===== src/rtl/spi_shifter.sv =====
// spi_shifter: SPI mode-0 slave byte shifter, MSB first, pins oversampled in the clk domain.
module spi_shifter #(
  parameter int SYNC_STAGES = 2
) (
  input  logic       clk,
  input  logic       rst,
  input  logic       sck,
  input  logic       ssn,
  input  logic       mosi,
  output logic       miso,
  output logic [7:0] rx_dat,
  output logic       rx_vld,
  input  logic [7:0] tx_dat,
  input  logic       tx_vld,
  output logic       tx_overrun,
  output logic       busy,
  output logic       start,
  output logic       tx_byte_done
);
  logic [SYNC_STAGES-1:0] sck_q, ssn_q, mosi_q;
  logic                   sck_d, ssn_d;
  logic [7:0]             rx_sr, tx_sr, tx_buf;
  logic [2:0]             cnt;
  logic                   buf_full;
  logic                   sck_s, ssn_s, mosi_s, act;
  logic                   ssn_fall, ssn_rise, sck_rise, sck_fall;
  logic                   load, take, byte_end, store;
  assign sck_s    = sck_q[SYNC_STAGES-1];
  assign ssn_s    = ssn_q[SYNC_STAGES-1];
  assign mosi_s   = mosi_q[SYNC_STAGES-1];
  assign ssn_fall = ssn_d & ~ssn_s;
  assign ssn_rise = ~ssn_d & ssn_s;
  // sck edges only count once ssn has been low for at least one detected cycle
  assign act      = ~ssn_s & ~ssn_d;
  assign sck_rise = act & sck_s & ~sck_d;
  assign sck_fall = act & ~sck_s & sck_d;
  assign load     = ssn_fall | (sck_fall & (cnt == 3'd0));
  assign take     = load & buf_full;
  assign byte_end = sck_rise & (cnt == 3'd7);
  assign store    = tx_vld & (~buf_full | take);
  assign miso     = tx_sr[7];
  always_ff @(posedge clk) begin
    if (rst) begin
      sck_q        <= '0;
      ssn_q        <= '1;
      mosi_q       <= '0;
      sck_d        <= 1'b0;
      ssn_d        <= 1'b1;
      rx_sr        <= '0;
      tx_sr        <= '0;
      tx_buf       <= '0;
      buf_full     <= 1'b0;
      cnt          <= '0;
      rx_dat       <= '0;
      rx_vld       <= 1'b0;
      tx_byte_done <= 1'b0;
      tx_overrun   <= 1'b0;
      busy         <= 1'b0;
      start        <= 1'b0;
    end else begin
      sck_q        <= {sck_q[SYNC_STAGES-2:0], sck};
      ssn_q        <= {ssn_q[SYNC_STAGES-2:0], ssn};
      mosi_q       <= {mosi_q[SYNC_STAGES-2:0], mosi};
      sck_d        <= sck_s;
      ssn_d        <= ssn_s;
      start        <= ssn_fall;
      busy         <= ~ssn_s;
      rx_vld       <= byte_end;
      tx_byte_done <= byte_end;
      tx_overrun   <= tx_vld & ~store;
      if (byte_end) rx_dat <= {rx_sr[6:0], mosi_s};
      cnt   <= (ssn_rise | ssn_fall) ? 3'd0 : sck_rise ? cnt + 3'd1 : cnt;
      rx_sr <= (ssn_rise | ssn_fall) ? 8'h00 : sck_rise ? {rx_sr[6:0], mosi_s} : rx_sr;
      tx_sr <= ssn_rise ? 8'h00 : load ? (buf_full ? tx_buf : 8'h00) :
               sck_fall ? {tx_sr[6:0], 1'b0} : tx_sr;
      if (store) tx_buf <= tx_dat;
      buf_full <= store | (buf_full & ~take);
    end
  end
endmodule


===== config.mk =====
export PLATFORM = sky130hd
export DESIGN_NAME = spi_shifter
export DESIGN_NICKNAME = d
export VERILOG_FILES = /design/src/rtl/spi_shifter.sv
export SDC_FILE = /design/constraint.sdc
export NUM_CORES = 1
export LEC_CHECK = 0
export BUFFER_PORTS_ARGS = -buffer_cell sky130_fd_sc_hd__buf_4
export CORE_UTILIZATION = 55
export CTS_CLUSTER_SIZE = 16
export DETAILED_ROUTE_END_ITERATION = 10
export GPL_ROUTABILITY_DRIVEN = 0
export HOLD_SLACK_MARGIN = 0.1
export PLACE_DENSITY = 0.88
export SLEW_MARGIN = 20
export SYNTH_ARGS = -nofsm -noshare
export SYNTH_HDL_FRONTEND = slang
export SYNTH_SLANG_ARGS = --single-unit

===== constraint.sdc =====
create_clock -name clk -period 1.9 [get_ports clk]
set_input_delay 0 -clock clk [delete_from_list [all_inputs] [get_ports clk]]
set_output_delay 0 -clock clk [all_outputs]
set_load 0.005 [all_outputs]

# After elaboration in Yosys (flattened, before gate mapping)
# Cells that the tools add are included.
# word_totals
register_bits	47
inputBits	14
out_inout_bits	14
wordCells	48
# op_classes
addsub	1
eq_ne	1
mux	3
bitwise	24
n_reduce_logical	4
# op_table
cell	n
2-to-1 mux 8 bit	3
AND 1 bit	13
inverter 1 bit	7
OR 1 bit	4
OR reduction 2 bit	2
adder 3 x 1 -> 3 bit, second input constant	1
equality test 3 bit, second input constant	1
zero test 3 bit	1
nonzero test 2 bit	1

# Longest topological paths before layout
# Gate-level depths: netlist of the first run.
# logic_depth
depth_word	11
depth_mapped	7
mapped_depth_nobuf	5

# Worst setup path after synthesis of the first run
# No wires, ideal clock.
# synth_timing
path_type	register -> register
from	register ssn_q[1]
to	register tx_sr[6]
arrival_time_ns	1.440
required_time_ns	1.812
setup_slack_ns	0.372
stages_incl_launch_ff	8
cell_sequence	dfxtp_1 > inv_1 > ha_1 > and3b_1 > buf_6 > or2_0 > buf_2 > a311oi_2
# synth_between
elab_chain_len	7
# synth_lines
element	line	rtl
from (decl)	20	logic [SYNC_STAGES-1:0] sck_q, ssn_q, mosi_q;
from (signal assigned)	62	ssn_q <= {ssn_q[SYNC_STAGES-2:0], ssn};
inverter 1 bit	31, 34	
AND 1 bit	34	assign act = ~ssn_s & ~ssn_d;
AND 1 bit (2 in series)	36	assign sck_fall = act & ~sck_s & sck_d;
AND 1 bit	37	assign load = ssn_fall | (sck_fall & (cnt == 3'd0));
OR 1 bit	37	
2-to-1 mux 8 bit or nonzero test 2 bit (tied branches)	--	
to (signal assigned)	74	tx_sr <= ssn_rise ? 8'h00 : load ? (buf_full ? tx_buf : 8'h00) :
to (decl)	22	logic [7:0] rx_sr, tx_sr, tx_buf;
# Several ways; a longest one is shown, not always the timed one.
# A chain may end at the register's enable or synchronous reset.

# Final worst setup path of the first run
# Ends and elaborated chain as after synthesis.

==> flow_metrics.env, run 1 <==
export IMPL_status="finished clean"
export IMPL_fin_tns_setup_ps=0
export IMPL_drive_above_1_share=0.187
export IMPL_synth_top_area_frac=0.502
export IMPL_relSlewSlack=0.697
export IMPL_clock_root_buffer="clkbuf_4"
export IMPL_hold_depth=1
export IMPL_min_to="ssn_q[1]"
export IMPL_rsz0062_at_grt="false"
export IMPL_cp_max_fo=10
export IMPL_drc=0
export IMPL_antenna_left=0
export IMPL_die_area_sq_um=3640
export IMPL_netlist_area_sq_um=1870
export IMPL_max_freq_ghz=0.599
export IMPL_vias_per_cell=5.26
export IMPL_syn_inst=201
export IMPL_grt_pass1_wl_um=5890
export IMPL_insertedDiodeCount=0
export IMPL_syn_num_nets=221
export IMPL_setup_violations=0
export IMPL_synth_top_area_cell="dfxtp_1"
export IMPL_end_kind="register"
export IMPL_hpwlAfterDp_um=2300
export IMPL_r2r_end="tx_sr[6]"
export IMPL_drt_wl_total_um=3540
export IMPL_skew_ps=15.1
export IMPL_finalMaxSlewViolations=0
export IMPL_period_share=0.878
export IMPL_grt_pass1_vias=1341
export IMPL_fin_hold_ws_ps=430
export IMPL_yosysUniqueCellTypes=31
export IMPL_r2r_cells=5
export IMPL_cp_slowest_cell="or2_1"
export IMPL_placementRows=20
export IMPL_synthTopCellsByArea="dfxtp_1, mux2i_1, nand2_1"
export IMPL_grt_antenna_before_repair=0
export IMPL_die_x_um=60.4
export IMPL_finalHoldViolCount=0
export IMPL_overflow=0
export IMPL_vias=1500
export IMPL_timing_rr_start="ssn_q[1]"
export IMPL_portBuffers=27
export IMPL_fin_total_pwr_w=0.00163
export IMPL_firstDrtPassIters=4
export IMPL_wl_per_cell_um=12.4
export IMPL_die_y_um=60.4
export IMPL_critical_path_max_stage_delay_ps=370
export IMPL_area_growth_syn_to_layout_pct=22.7
export IMPL_cts_sinks=47
export IMPL_cp_required_ps=2180
export IMPL_clk_latency_ps=350
export IMPL_peakVddDrop_mv=0.573
export IMPL_crit_path_start_kind="register"
export IMPL_arrival_ps=1950
export IMPL_nNetsFinal=260
export IMPL_htreeDepth=2
export IMPL_grt_start_max_net_pins=23
export IMPL_hp_class="register to register"
export IMPL_clockBufferDepth=2
export IMPL_power_density_nw_per_um2=707
export IMPL_start_util=0.594
export IMPL_p_leak_nw=1.03
export IMPL_ioPinCount=28
export IMPL_cts_clk_slew_worst_paths_ps=140
export IMPL_finish_utilization=0.729
export IMPL_ys_ff_latch=47
export IMPL_worst_pin_slew_ps=451
export IMPL_nFillCells=258
export IMPL_placed_cell_area_sq_um=2090
export IMPL_cts_tree="yes"
export IMPL_avgSynthCellArea_sq_um=9.32
export IMPL_min_from="ssn_q[0]"
export IMPL_post_route_min_period_ps=1670
export IMPL_drt_iter0_drc=39
export IMPL_cts_buffers=5
export IMPL_yosysWarnings=0
export IMPL_path_cells="inv_1 > ha_1 > and3b_1 > or2_1 > a311oi_2"
export IMPL_core_area_sq_um=3150
export IMPL_r2r_slack_ps=230
export IMPL_yosysSeqAreaShare=0.502
export IMPL_maxCapViolations=0
export IMPL_worstSetupPathType="register to register"
export IMPL_final_area_sq_um=2300
export IMPL_grt_usage=0.222
[cell families after synthesis]
family                   share of synthesized area
multiplexers                                0.0908
AND/OR/NAND/NOR                              0.208
adder cells (fa/ha/maj)                     0.0401
flip-flops                                   0.502
XOR/XNOR                                   0.00468
AO/OA/AOI/OAI                                0.100
buffers and inverters                       0.0541
[cell usage in the layout (no fill, tap or decap)]
master / netlist / layout
nand3_1: 8 / 8
clkbuf_4: 0 / 5
clkinv_1: 1 / 1
inv_1: 6 / 6
clkinv_2: 0 / 3
nand2b_1: 2 / 2
dlygate4sd3_1: 0 / 16
and4b_1: 1 / 1
nor2_1: 13 / 13
nor2b_1: 7 / 7
buf_4: 2 / 31
dfxtp_1: 47 / 47
nor3_1: 7 / 7
nand4b_1: 1 / 1
a21oi_1: 9 / 9
nand3b_1: 1 / 1
and3_1: 1 / 1
mux2i_1: 17 / 17
a311oi_1: 6 / 6
a311oi_2: 1 / 1
ha_1: 6 / 6
o22ai_1: 1 / 1
a22oi_1: 1 / 1
and3b_1: 2 / 2
a31o_2: 1 / 1
nand2_1: 34 / 34
or2_1: 0 / 1
or2_2: 4 / 4
xnor2_1: 1 / 1
o211ai_1: 7 / 7
[synthesized netlist by cell type]
cell	instances
buf_4	2
a22oi_1	1
inv_1	6
o22ai_1	1
buf_2	3
a311oi_2	1
and3_1	1
a31o_2	1
nand3_1	8
a311oi_1	6
and4b_1	1
xnor2_1	1
clkbuf_1	8
and3b_1	2
mux2i_1	17
nor3_1	7
nor2_1	13
clkinv_1	1
nor2b_1	7
ha_1	6
nand2b_1	2
buf_6	1
a21oi_1	9
o211ai_1	7
nand4b_1	1
nand3b_1	1
nand2_1	34
dfxtp_1	47
buf_1	1
or2_2	4
or2_0	1
[flip-flops by register name, summed over array words and instances, names as in the netlist]
name          count
ssn_q             2
buf_full          1
tx_sr             8
busy              1
sck_d             1
rx_sr             7
tx_overrun        1
tx_byte_done      1
rx_dat            8
cnt               3
start             1
mosi_q            2
ssn_d             1
sck_q             2
tx_buf            8
[critical path: cells and delay by family, from the launching register on]
| kind | cells | cell delay [ps] |
|---|---|---|
| flops | 1 | 360 |
| buf+inv | 1 | 80 |
| fa+ha+maj | 1 | 230 |
| simple gates | 2 | 670 |
| compound gates | 1 | 260 |
[metal layers]
layer | up-vias | global-route usage | wire length, um
met3 | 5 | 0.0512 | 136
li1 | 761 | - | -
met4 | 0 | 0.0797 | 44
met1 | 695 | 0.284 | 1670
met5 | - | 0 | 0
met2 | 39 | 0.367 | 1690
[stage by stage]
step	std cells	setup slack, ps
3_5_place_dp	261	177
5_1_grt	285	100
3_3_place_gp	261	237
6_report	285	231
4_1_cts	285	170
2_1_floorplan	201	372
[what timing repair did]
action	in CTS	in global routing
hold endpoints to repair	26	0
hold buffers	16	0
setup endpoints to repair	0	2
resized for setup	0	1
setup buffers	0	0
[where the power goes]
| part | leakage (nW) | switching (W) | internal [W] | total [W] |
|---|---|---|---|---|
| clock | 0.0347 | 0.000304 | 0.000138 | 0.000442 |
| combinational | 0.609 | 0.0000660 | 0.0000809 | 0.000147 |
| sequential | 0.383 | 0.0000204 | 0.00102 | 0.00104 |
| total | 1.03 | 0.000390 | 0.00123 | 0.00163 |
[final cells by class]
type / count / area [sq um] / share of cell area
sequential: 47 / 941 / 0.409
multi-input combinational: 132 / 831 / 0.361
timing repair buffer: 47 / 393 / 0.171
tap: 44 / 55.1 / 0.0240
clock buffer: 5 / 37.5 / 0.0163
inverter: 7 / 26.3 / 0.0114
clock inverter: 3 / 15.0 / 0.00653
[worst max-delay path by stage]
stage / start / end / slack (ps) / cells past startpoint
CTS: ssn_q[1] / tx_sr[3] / 170 / 5
global route: ssn_q[1] / tx_sr[5] / 100 / 5
floorplan: ssn_q[1] / tx_sr[6] / 370 / 7
global placement: ssn_q[1] / tx_sr[6] / 240 / 5
detailed placement: ssn_q[1] / tx_sr[3] / 180 / 5
finish: ssn_q[1] / tx_sr[6] / 230 / 5
Power figures use the tool's default switching activity.
==> run 2, diff against run 1 <==
--- a/config.mk
+++ b/config.mk
@@ -6,12 +6,13 @@
 export NUM_CORES = 1
 export LEC_CHECK = 0
 export BUFFER_PORTS_ARGS = -buffer_cell sky130_fd_sc_hd__buf_4
-export CORE_UTILIZATION = 55
+export CORE_UTILIZATION = 50
 export CTS_CLUSTER_SIZE = 16
 export DETAILED_ROUTE_END_ITERATION = 10
 export GPL_ROUTABILITY_DRIVEN = 0
 export HOLD_SLACK_MARGIN = 0.1
-export PLACE_DENSITY = 0.88
+export PLACE_DENSITY = 0.85
+export SETUP_SLACK_MARGIN = 0.2
 export SLEW_MARGIN = 20
 export SYNTH_ARGS = -nofsm -noshare
 export SYNTH_HDL_FRONTEND = slang
==> constraint.sdc (replaced) <==
create_clock -name clk -period 1.5 [get_ports clk]
set_input_delay 0 -clock clk [delete_from_list [all_inputs] [get_ports clk]]
set_output_delay 0 -clock clk [all_outputs]
set_load 0.005 [all_outputs]
==> flow_metrics.env, run 2 (synthesis results as in run 1) <==
export IMPL_status="finished clean"
export IMPL_placed_cell_area_sq_um=2140
export IMPL_antenna_left=0
export IMPL_cp_max_fo=8
export IMPL_clock_root_buffer="clkbuf_8"
export IMPL_finalMaxSlewViolations=0
export IMPL_preCtsSetupSlack_ps=22.6
export IMPL_cts_buffers=5
export IMPL_r2r_cells=5
export IMPL_grt_usage=0.206
export IMPL_p_leak_nw=1.11
export IMPL_die_y_um=63.2
export IMPL_path_cells="inv_2 > ha_4 > and3b_2 > or2_4 > a311oi_2"
export IMPL_path_delay_family="simple AND/OR/NAND/NOR gates"
export IMPL_power_switching_w=0.000551
export IMPL_core_area_sq_um=3470
export IMPL_start_util=0.540
export IMPL_final_common_cell="dfxtp_1"
export IMPL_seq_power_share=0.570
export IMPL_p_comb_frac=0.096
export IMPL_intPower_w=0.00174
export IMPL_clk_latency_ps=300
export IMPL_worstSetupPathType="register to register"
export IMPL_arrival_ps=1600
export IMPL_cts_sinks=47
export IMPL_setup_violations=0
export IMPL_post_route_min_period_ps=1390
export IMPL_switching_share=0.240
export IMPL_nFillCells=246
export IMPL_cp_required_ps=1710
export IMPL_period_share=0.928
export IMPL_hp_class="input pin to register"
export IMPL_critical_path_max_stage_delay_ps=350
export IMPL_skew_ps=10.3
export IMPL_drt_wl_total_um=3840
export IMPL_min_from="rst"
export IMPL_htreeDepth=2
export IMPL_end_kind="register"
export IMPL_grt_pass1_wl_um=6300
export IMPL_peakVddDrop_mv=1.23
export IMPL_placementRows=21
export IMPL_grt_pass1_vias=1382
export IMPL_fin_tns_setup_ps=0
export IMPL_layout_setup_ws_ps=108
export IMPL_cts_tree="yes"
export IMPL_min_to="tx_sr[2]"
export IMPL_rsz0062_at_grt="true"
export IMPL_layout_common_cells="dfxtp_1, buf_4, nand2_1, dlygate4sd3_1, mux2i_1"
export IMPL_maxCapViolations=0
export IMPL_cp_slowest_cell="dfxtp_2"
export IMPL_finish_utilization=0.751
export IMPL_vias=1542
export IMPL_relSlewSlack=0.618
export IMPL_nNetsFinal=272
export IMPL_die_x_um=63.2
export IMPL_crit_path_start_kind="register"
export IMPL_max_freq_ghz=0.718
export IMPL_drive_above_1_share=0.356
export IMPL_worst_pin_slew_ps=571
export IMPL_area_growth_syn_to_layout_pct=39.1
export IMPL_ioPinCount=28
export IMPL_r2r_end="tx_sr[2]"
export IMPL_top_regs="rx_dat (8), tx_buf (8), tx_sr (8)"
export IMPL_fin_total_pwr_w=0.00229
export IMPL_firstDrtPassIters=4
export IMPL_hold_depth=3
export IMPL_grt_antenna_before_repair=0
export IMPL_portBuffers=27
export IMPL_path_buf_inv=1
export IMPL_hpwlAfterDp_um=2270
export IMPL_cts_clk_slew_worst_paths_ps=80
export IMPL_grt_start_max_net_pins=17
export IMPL_final_area_sq_um=2610
export IMPL_insertedDiodeCount=0
export IMPL_die_area_sq_um=3990
export IMPL_clock_power_share=0.334
export IMPL_power_density_nw_per_um2=880
export IMPL_vias_per_cell=5.16
export IMPL_wl_per_cell_um=12.8
export IMPL_drt_iter0_drc=61
export IMPL_timing_rr_start="ssn_q[1]"
export IMPL_r2r_slack_ps=110
export IMPL_drc=0
export IMPL_clockBufferDepth=2
export IMPL_finalHoldViolCount=0
export IMPL_overflow=0
==> run 2: cell types whose count changed in the layout (fill, tap and decap cells not counted), sizes merged <==
cell	delta
buf	+10
dlygate4sd3	+2
clkinv	-1
clkinvlp	+1
==> run 2: worst min-delay path, stage by stage <==
cell and delay [ps]:
buf_4 130, or2_4 180, a311oi_2 50
==> run 2: routing by layer <==
layer | GRT usage | up-vias | part of all wire
li1 | - | 783 | -
met1 | 0.265 | 708 | 0.48
met2 | 0.323 | 45 | 0.46
met3 | 0.0543 | 6 | 0.052
met4 | 0.0881 | 0 | 0.015
met5 | 0 | - | 0
==> run 2: worst max-delay path by stage <==
stage	from	cells after the start	to	slack (ps)
floorplan	ssn_q[1]	7	tx_sr[6]	70
global placement	cnt[0]	6	tx_buf[5]	80
detailed placement	ssn_q[1]	5	tx_sr[6]	20
CTS	ssn_q[1]	6	tx_buf[5]	80
global route	ssn_q[1]	7	tx_sr[5]	40
finish	ssn_q[1]	5	tx_sr[2]	110
==> run 2: timing repair <==
action	4_1_cts	5_1_grt
gates cloned	0	1
hold buffers	18	1
buffers inserted	4	0
hold endpoints to repair	26	1
pin swaps	15	9
gates resized for setup	18	27
setup endpoints to repair	26	37
==> run 2: final cells by class <==
class	instances	area, sq um	share of cell area
clock buffer	5	68.8	0.0264
clock inverter	3	25.0	0.00960
inverter	7	26.3	0.0101
multi-input combinational	132	968	0.372
sequential	47	946	0.363
tap	46	57.6	0.0221
timing repair buffer	59	514	0.197
==> run 2: power by group through the flow <==
stage	combinational (W)	clock [W]	sequential [W]
2_1_floorplan	0.000109	0	0.00133
3_3_place_gp	0.000160	0	0.00133
3_5_place_dp	0.000163	0	0.00133
4_1_cts	0.000210	0.000780	0.00131
5_1_grt	0.000241	0.000850	0.00131
6_report	0.000221	0.000766	0.00131
==> run 2: through the flow <==
stage | hold WS, ps | std cells
after floorplan | 104 | 201
after global routing | 116 | 299
after detailed placement | 190 | 268
after global placement | 184 | 268
after CTS | 128 | 298
final | 112 | 299
==> run 3, diff against run 2 <==
--- a/config.mk
+++ b/config.mk
@@ -5,13 +5,14 @@
 export SDC_FILE = /design/constraint.sdc
 export NUM_CORES = 1
 export LEC_CHECK = 0
+export ABC_AREA = 1
 export BUFFER_PORTS_ARGS = -buffer_cell sky130_fd_sc_hd__buf_4
-export CORE_UTILIZATION = 50
+export CORE_UTILIZATION = 49
 export CTS_CLUSTER_SIZE = 16
 export DETAILED_ROUTE_END_ITERATION = 10
 export GPL_ROUTABILITY_DRIVEN = 0
 export HOLD_SLACK_MARGIN = 0.1
-export PLACE_DENSITY = 0.85
+export PLACE_DENSITY = 0.84
 export SETUP_SLACK_MARGIN = 0.2
 export SLEW_MARGIN = 20
 export SYNTH_ARGS = -nofsm -noshare
==> flow_metrics.env, run 3 <==
export IMPL_die_y_um=63.2
export IMPL_cts_sinks=47
export IMPL_worstSetupPathType="register to register"
export IMPL_path_delay_family="simple AND/OR/NAND/NOR gates"
export IMPL_cts_buffers=5
export IMPL_hp_class="input pin to register"
export IMPL_timing_critical_path_mode_cell="nand2_4"
export IMPL_grt_antenna_before_repair=0
export IMPL_portBuffers=27
export IMPL_worst_pin_slew_ps=546
export IMPL_drt_wl_total_um=4370
export IMPL_cts_tree="yes"
export IMPL_path_cells="inv_2 > ha_4 > nand2_4 > nor2_4 > nand2_4 > nand3_4 > a21oi_1 > nor2_1"
export IMPL_p_leak_nw=1.21
export IMPL_synthAdderAreaFrac=0.0409
export IMPL_max_freq_ghz=0.756
export IMPL_yosysWarnings=0
export IMPL_synth_top_family_by_area="simple AND/OR/NAND/NOR gates"
export IMPL_top_regs="rx_dat (8), tx_buf (8), tx_sr (8)"
export IMPL_async_flop_share=0
export IMPL_synthTopCellsByArea="dfxtp_1, a21oi_1, nand2_1"
export IMPL_finalMaxSlewViolations=0
export IMPL_placed_cell_area_sq_um=2050
export IMPL_die_x_um=63.2
export IMPL_clockBufferDepth=2
export IMPL_post_route_min_period_ps=1320
export IMPL_htreeDepth=2
export IMPL_synth_top_area_cell="dfxtp_1"
export IMPL_final_common_cell="dfxtp_1"
export IMPL_cts_clk_slew_worst_paths_ps=80
export IMPL_drc=0
export IMPL_die_area_sq_um=3990
export IMPL_status="finished clean"
export IMPL_relSlewSlack=0.635
export IMPL_syn_num_nets=252
export IMPL_rsz0062_at_grt="true"
export IMPL_drt_iter0_drc=66
export IMPL_synth_compound_area_frac=0.159
export IMPL_period_share=0.882
export IMPL_syn_inst=232
export IMPL_final_area_sq_um=2650
export IMPL_nFillCells=242
export IMPL_grt_pass1_wl_um=6480
export IMPL_clock_root_buffer="clkbuf_8"
export IMPL_cp_max_fo=5
export IMPL_synthFlopType="dfxtp_1"
export IMPL_clk_latency_ps=300
export IMPL_end_kind="register"
export IMPL_area_growth_syn_to_layout_pct=44.6
export IMPL_vias_per_cell=5.14
export IMPL_synthXorXnorAreaFrac=0
export IMPL_start_util=0.529
export IMPL_maxCapViolations=0
export IMPL_grt_usage=0.212
export IMPL_synthSimpleGateAreaFrac=0.189
export IMPL_path_buf_inv=1
export IMPL_finish_utilization=0.765
export IMPL_synth_top_area_frac=0.513
export IMPL_peakVddDrop_mv=0.739
export IMPL_grt_start_max_net_pins=18
export IMPL_firstDrtPassIters=4
export IMPL_synthMuxAreaShare=0
export IMPL_arrival_ps=1520
export IMPL_yosysUniqueCellTypes=20
export IMPL_finalHoldViolCount=0
export IMPL_skew_ps=4.09
export IMPL_grt_pass1_vias=1539
export IMPL_placementRows=21
export IMPL_vias=1721
export IMPL_cp_required_ps=1700
export IMPL_critical_path_max_stage_delay_ps=350
export IMPL_hpwlAfterDp_um=2220
export IMPL_setup_violations=0
export IMPL_wl_per_cell_um=13.0
export IMPL_nNetsFinal=308
export IMPL_avgSynthCellArea_sq_um=7.91
export IMPL_synth_top_cells_by_count="dfxtp_1, nand2_1, a21oi_1, inv_1"
export IMPL_power_density_nw_per_um2=905
export IMPL_netlist_area_sq_um=1840
export IMPL_overflow=0
export IMPL_drive_above_1_share=0.339
export IMPL_ys_ff_latch=47
export IMPL_crit_path_start_kind="register"
export IMPL_fin_tns_setup_ps=0
export IMPL_ioPinCount=28
export IMPL_synth_edf_count=0
export IMPL_yosysMostFrequentCell="dfxtp_1"
export IMPL_insertedDiodeCount=0
export IMPL_cp_slowest_cell="dfxtp_2"
export IMPL_yosysSeqAreaShare=0.513
export IMPL_layout_common_cells="dfxtp_1, buf_4, nand2_1, a21oi_1, inv_1"
export IMPL_core_area_sq_um=3470
export IMPL_antenna_left=0
## run 3: final timing paths
path | from | end | slack, ps | depth (start not counted)
worst min-delay path | rst | tx_buf[1] | 190 | 4
worst max register to register | ssn_q[1] | tx_buf[2] | 180 | 8
worst max-delay path | ssn_q[1] | tx_buf[2] | 180 | 8
worst min register to register | sck_q[0] | sck_q[1] | 410 | 2
## run 3: final cells by class
type	count	area, sq um	share of cell area
Inverter	29	119	0.0448
Multi-Input combinational cell	147	916	0.345
Clock buffer	8	100	0.0377
Tap cell	46	57.6	0.0217
Timing Repair Buffer	57	509	0.192
Timing Repair inverter	1	5.00	0.00189
Sequential cell	47	947	0.357
## run 3: per-layer routing
| layer | GRT usage | share of wire |
|---|---|---|
| met2 | 0.364 | 0.51 |
| met1 | 0.227 | 0.42 |
| met3 | 0.0779 | 0.040 |
| met5 | 0 | 0 |
| met4 | 0.105 | 0.032 |
## run 3: stage by stage
step | instances | power (W) | worst slack [ps] | hold slack (ps)
5_1_grt | 335 | 0.00251 | 118 | 227
3_3_place_gp | 295 | 0.00149 | 143 | 187
6_report | 335 | 0.00240 | 177 | 193
2_1_floorplan | 232 | 0.00145 | 202 | 104
3_5_place_dp | 295 | 0.00150 | 84.5 | 188
4_1_cts | 327 | 0.00237 | 177 | 128
## run 3: logic make-up after synthesis
group / count (synthesis)
AND/OR/NAND/NOR: 81
AO/OA/AOI/OAI: 57
flip-flops: 47
buffers and inverters: 41
adder cells (fa/ha/maj): 6
## run 3: repair_timing
| action | CTS | global route |
|---|---|---|
| resized for setup | 18 | 53 |
| hold endpoints to repair | 24 | 3 |
| endpoints found under the setup margin | 32 | 37 |
| pin swaps | 4 | 17 |
| cloned | 3 | 1 |
| buffers inserted | 4 | 6 |
| hold buffers | 17 | 1 |
## run 3: report_power, final
| group | switching [W] | leakage [nW] | internal, W | total [W] |
|---|---|---|---|---|
| combinational | 0.000115 | 0.777 | 0.000129 | 0.000244 |
| clock | 0.000414 | 0.0515 | 0.000421 | 0.000835 |
| sequential | 0.0000353 | 0.384 | 0.00129 | 0.00132 |
## run 3: worst register-to-register path: cells and delay by family, from the launching register on
family / cells / cell delay, ps
AOI/OAI and AO/OA: 1 / 190
adders and majority gates: 1 / 170
buffers and inverters: 1 / 60
DFF: 1 / 350
and+or+nand+nor: 5 / 450
